`config.mk`:
```
export PLATFORM = sky130hd
export DESIGN_NAME = fetch_unit
export DESIGN_NICKNAME = d
export VERILOG_FILES = /design/src/rtl/fetch_unit.sv
export SDC_FILE = /design/constraint.sdc
export NUM_CORES = 1
export LEC_CHECK = 0
export CORE_MARGIN = 1
export CORE_UTILIZATION = 38
export DETAILED_ROUTE_END_ITERATION = 12
export GPL_TIMING_DRIVEN = 0
export PLACE_DENSITY = 0.68
export SLEW_MARGIN = 20
export SYNTH_ARGS = -nofsm -noshare
export SYNTH_HDL_FRONTEND = slang
export SYNTH_SLANG_ARGS = --single-unit
```
`constraint.sdc`:
```
create_clock -name Clk -period 2.61 [get_ports Clk]
set_clock_uncertainty 0.15 [all_clocks]
set_input_delay 0.3915 -clock Clk [delete_from_list [all_inputs] [get_ports Clk]]
set_output_delay 0.3915 -clock Clk [all_outputs]
set_load 0.05 [all_outputs]
```
`src/rtl/fetch_unit.sv`:
```
// Instruction-fetch stage: owns the PC, handshakes with instruction memory, feeds IF/ID.
// Optional FETCH_PERF_CNT_EN adds StallCycles/FetchCount counters.
module fetch_unit #(
    parameter logic [31:0] RESET_PC = 32'h0000_0000,
    parameter logic [31:0] PC_INC   = 32'd4
) (
    input  logic        Clk,
    input  logic        Rst_n,
    input  logic        Stall,
    input  logic        Redirect,
    input  logic [31:0] RedirectPC,
    output logic        ImemReq,
    output logic [31:0] ImemAddr,
    input  logic        ImemRdy,
    input  logic [31:0] ImemData,
    output logic [31:0] NewPCAddress,
    output logic [31:0] Instruction,
    output logic        IF_ID_En,
    output logic        IF_ID_Flush
`ifdef FETCH_PERF_CNT_EN
    ,
    output logic [31:0] StallCycles,
    output logic [31:0] FetchCount
`endif
);

    typedef enum logic {
        S_FETCH = 1'b0,
        S_HOLD  = 1'b1
    } state_t;

    state_t      r_state, w_state_nxt;
    logic [31:0] r_pc, w_pc_nxt;
    logic [31:0] r_hold_instr, w_hold_instr_nxt;
    logic [31:0] r_hold_npc, w_hold_npc_nxt;
    logic [31:0] r_instr, w_instr_nxt;
    logic [31:0] r_npc, w_npc_nxt;
    logic        r_en, w_en_nxt;
    logic        r_flush, w_flush_nxt;
    logic [31:0] w_pc_inc;
    logic [31:0] w_redir_pc;

    assign w_pc_inc   = r_pc + PC_INC;
    assign w_redir_pc = RedirectPC & ~32'h3;

    assign ImemReq      = (r_state == S_FETCH);
    assign ImemAddr     = r_pc;
    assign NewPCAddress = r_npc;
    assign Instruction  = r_instr;
    assign IF_ID_En     = r_en;
    assign IF_ID_Flush  = r_flush;

    always_comb begin
        w_state_nxt      = r_state;
        w_pc_nxt         = r_pc;
        w_hold_instr_nxt = r_hold_instr;
        w_hold_npc_nxt   = r_hold_npc;
        w_instr_nxt      = r_instr;
        w_npc_nxt        = r_npc;
        w_en_nxt         = 1'b0;
        w_flush_nxt      = 1'b0;
        if (Redirect) begin
            // Redirect wins over stall and drops whatever memory returned this cycle.
            w_state_nxt = S_FETCH;
            w_pc_nxt    = w_redir_pc;
            w_flush_nxt = 1'b1;
        end else begin
            case (r_state)
                S_FETCH: begin
                    if (ImemRdy) begin
                        w_pc_nxt = w_pc_inc;
                        if (Stall) begin
                            w_hold_instr_nxt = ImemData;
                            w_hold_npc_nxt   = w_pc_inc;
                            w_state_nxt      = S_HOLD;
                        end else begin
                            w_instr_nxt = ImemData;
                            w_npc_nxt   = w_pc_inc;
                            w_en_nxt    = 1'b1;
                        end
                    end
                end
                S_HOLD: begin
                    if (!Stall) begin
                        w_instr_nxt = r_hold_instr;
                        w_npc_nxt   = r_hold_npc;
                        w_en_nxt    = 1'b1;
                        w_state_nxt = S_FETCH;
                    end
                end
                default: w_state_nxt = S_FETCH;
            endcase
        end
    end

    always_ff @(posedge Clk or negedge Rst_n) begin
        if (!Rst_n) begin
            r_state      <= S_FETCH;
            r_pc         <= RESET_PC;
            r_hold_instr <= 32'd0;
            r_hold_npc   <= 32'd0;
            r_instr      <= 32'd0;
            r_npc        <= 32'd0;
            r_en         <= 1'b0;
            r_flush      <= 1'b0;
        end else begin
            r_state      <= w_state_nxt;
            r_pc         <= w_pc_nxt;
            r_hold_instr <= w_hold_instr_nxt;
            r_hold_npc   <= w_hold_npc_nxt;
            r_instr      <= w_instr_nxt;
            r_npc        <= w_npc_nxt;
            r_en         <= w_en_nxt;
            r_flush      <= w_flush_nxt;
        end
    end

`ifdef FETCH_PERF_CNT_EN
    logic w_stall_cycle;
    assign w_stall_cycle = (r_state == S_HOLD) || !ImemRdy;

    // FetchCount moves in the same cycle IF_ID_En rises, so both are aligned.
    always_ff @(posedge Clk or negedge Rst_n) begin
        if (!Rst_n) begin
            StallCycles <= 32'd0;
            FetchCount  <= 32'd0;
        end else begin
            if (w_stall_cycle && (StallCycles != 32'hFFFF_FFFF))
                StallCycles <= StallCycles + 32'd1;
            if (w_en_nxt && (FetchCount != 32'hFFFF_FFFF))
                FetchCount <= FetchCount + 32'd1;
        end
    end
`endif

endmodule
```
==> metrics <==
clock slew seen by the registers of the worst setup and hold paths 0.07 ns; floorplan die width 141 um; worst endpoint required time 2.07 ns; cell leakage power 4.31 nW; number of distinct library cells after synthesis 40; Total Wirelength 20200 um; buffer cell driving the clock tree root sky130_fd_sc_hd__clkbuf_16; top flip-flop cell by instance count after synthesis sky130_fd_sc_hd__dfrtp_1; Diodes inserted 0; combined area of the multi-input logic cells 3210 um^2; Final setup viols 0; post-layout total power 8.20 mW; vias in the first global route 6186; Final Cycle Share 95.6%; die outline height 141 um; pin count of the biggest net entering global routing 96; detailed placement HPWL 14700 um; Worst Path Class, Setup reg2out; number of antenna violations at the first check in global routing 0; global placer's final weighted congestion 0.867; count of mapped cells out of synthesis 808; run status finished clean; All-Layer GR Usage 21.2%; WL per Instance 16.0 um; combined area of all synthesized cells 7380 um^2; worst min-delay path startpoint Redirect; total non-filler cell area in the finished layout 10100 um^2; ratio of total power to cell area 814 nW/um^2; crit path max-delay cell type sky130_fd_sc_hd__dlygate4sd2_1; detail-routed via count per cell 4.92; area taken by flip-flops and latches 3930 um^2; area post-placement 9370 um^2; TritonCTS sink count 157; first-pass GRT wire length 32800 um; startpoint types flop; RSZ-0062 raised after global routing true; count of final max-slew check failures 0; clock latency of the later-clocked register in the worst-skew pair 0.43 ns; Post-DRT Antenna Nets 0; count of state elements after synthesis 157; number of DRC markers after the initial detailed-route iteration 274; highest ir drop seen on vdd 0.496 mV; minimum setup slack in the final design 0.116 ns; placeable core region 18900 um^2; Hold Slack 0.278 ns; start of the worst register-to-register path ImemAddr[6]; layout net count 1063; worst hold path type in2reg; number of remaining DRC errors 0; number of fill cells 1786; TritonCTS clock tree done; share of the yosys chip area belonging to registers 53.2%; cell family contributing the most delay on the critical path buffers and inverters; fraction of layout instances using a drive strength above 1 6.76%; synth warn 0; Boundary Pins 168; launch point of the critical path r_state; Crit. End Element primary output; number of buffers added by the clock tree synthesis step 17; initial cell density of the core 39.1%; leading cell types in the layout, fill and taps excluded sky130_fd_sc_hd__nand2_1 (218), sky130_fd_sc_hd__clkdlybuf4s50_1 (159), sky130_fd_sc_hd__dfrtp_1 (157); Place WS -0.915 ns; delay of the slowest cell on the worst path 0.52 ns; total number of placement rows 50; max capacitance violation total 0; maximum level of the CTS H-tree 4; Clock Path Buffers 2; Port-buffer cells 161; Final Critical Period 2.49 ns; floorplan die area 20000 um^2; most common cell after layout, fill and taps aside sky130_fd_sc_hd__nand2_1; max_slew headroom 48.5%; number of flops mapped to enable cells by yosys 0; vias 6232; Post-CTS Repair Setup Buffers 0; Async SR Flop Fraction 100%; transition time at the pin with the least slew margin 0.773 ns; arrival time worst endpoint 1.95 ns; Area growth, synth to finish 36.4%; total congestion overflow 0; mean instance size in the synthesized netlist 9.14 um^2; upper clock frequency limit 401 MHz; detailed-router iteration count before antenna repair 4; Worst Path Max Fanout 10; Final Hold Vio Count 0; CP Cell Sequence clkbuf_2 > clkinv_1 > dlygate4sd2_1; buffering stage count on the worst path with inverters included 3
## state kept, by name, indices dropped and copies added, names as in the netlist
name,flops
ImemAddr,30
NewPCAddress,30
IF_ID_En,1
r_state,1
IF_ID_Flush,1
Instruction,32
r_hold_instr,32
r_hold_npc,30
## logic make-up after synthesis
logic type	after synthesis	share of synthesized area [%]
and+or+nand+nor	353	21.2
DFF	157	53.2
AOI/OAI and AO/OA	142	9.98
buffers and inverters	62	3.66
xor gates and xnor gates	51	6.05
muxes	41	5.64
adders and majority gates	1	0.169
other	1	0.0508
## final cells by class
cell class | instances | area share, %
Tap cell | 260 | 3.23
Inverter | 3 | 0.112
Timing Repair Buffer | 163 | 16.4
Clock buffer | 17 | 4.22
Multi-Input combinational cell | 592 | 31.9
Clock inverter | 15 | 2.48
Buffer | 59 | 2.66
Sequential cell | 157 | 39.0
## layer usage
metal / vias up / part of all wire [%] / GRT usage (%)
li1: 3093 / - / -
met4: 0 / 1.5 / 6.28
met3: 28 / 6.2 / 4.18
met1: 2913 / 47 / 29.7
met2: 198 / 45 / 33.4
met5: - / 0 / 0
## Yosys cell counts, drive strengths merged (6+ instances only)
cell type,count,area share (%)
clkbuf,44,2.3
buf,15,1.2
and4,7,0.83
nor3,24,1.6
xor2,27,3.2
nand2,218,11
and3,16,1.4
o21ai,111,7.5
dfrtp,157,53
nand4,14,1.3
nor4,6,0.51
nand3,21,1.6
nor2,33,1.7
o22ai,7,0.59
mux2i,36,4.9
xnor2,24,2.8
a21oi,18,1.2
## path summary, 6_finish.rpt
| path | to | slack (ns) | depth (start not counted) |
|---|---|---|---|
| worst max-delay path | ImemReq | 0.12 | 3 |
| worst min-delay path | IF_ID_Flush | 0.28 | 1 |
| worst max register to register | ImemAddr[31] | 0.16 | 6 |
| worst min register to register | r_hold_instr[13] | 0.33 | 2 |
| max in group asynchronous | ImemAddr[25] | 1.11 | 3 |
| min in group asynchronous | Instruction[25] | 0.45 | 2 |
## metrics by stage
stage	setup TNS, ns	utilization [%]	cells
6_report	0	53.3	1266
4_1_cts	0	53.3	1266
3_5_place_dp	-64.12	49.6	1233
3_3_place_gp	-930.25	49.4	1232
5_1_grt	-0.0247	53.3	1266
2_1_floorplan	0	-	811
## timing repair
action,4_1_cts,5_1_grt
endpoints found under the setup margin,64,36
resized for setup,8,7
hold buffers,1,0
hold endpoints to repair,94,0
## power by group
part	switching (mW)	total, mW	internal [mW]
clock network	1.09	2.83	1.74
registers	0.269	3.12	2.85
logic	1.47	2.25	0.780
Power figures use the tool's default switching activity.
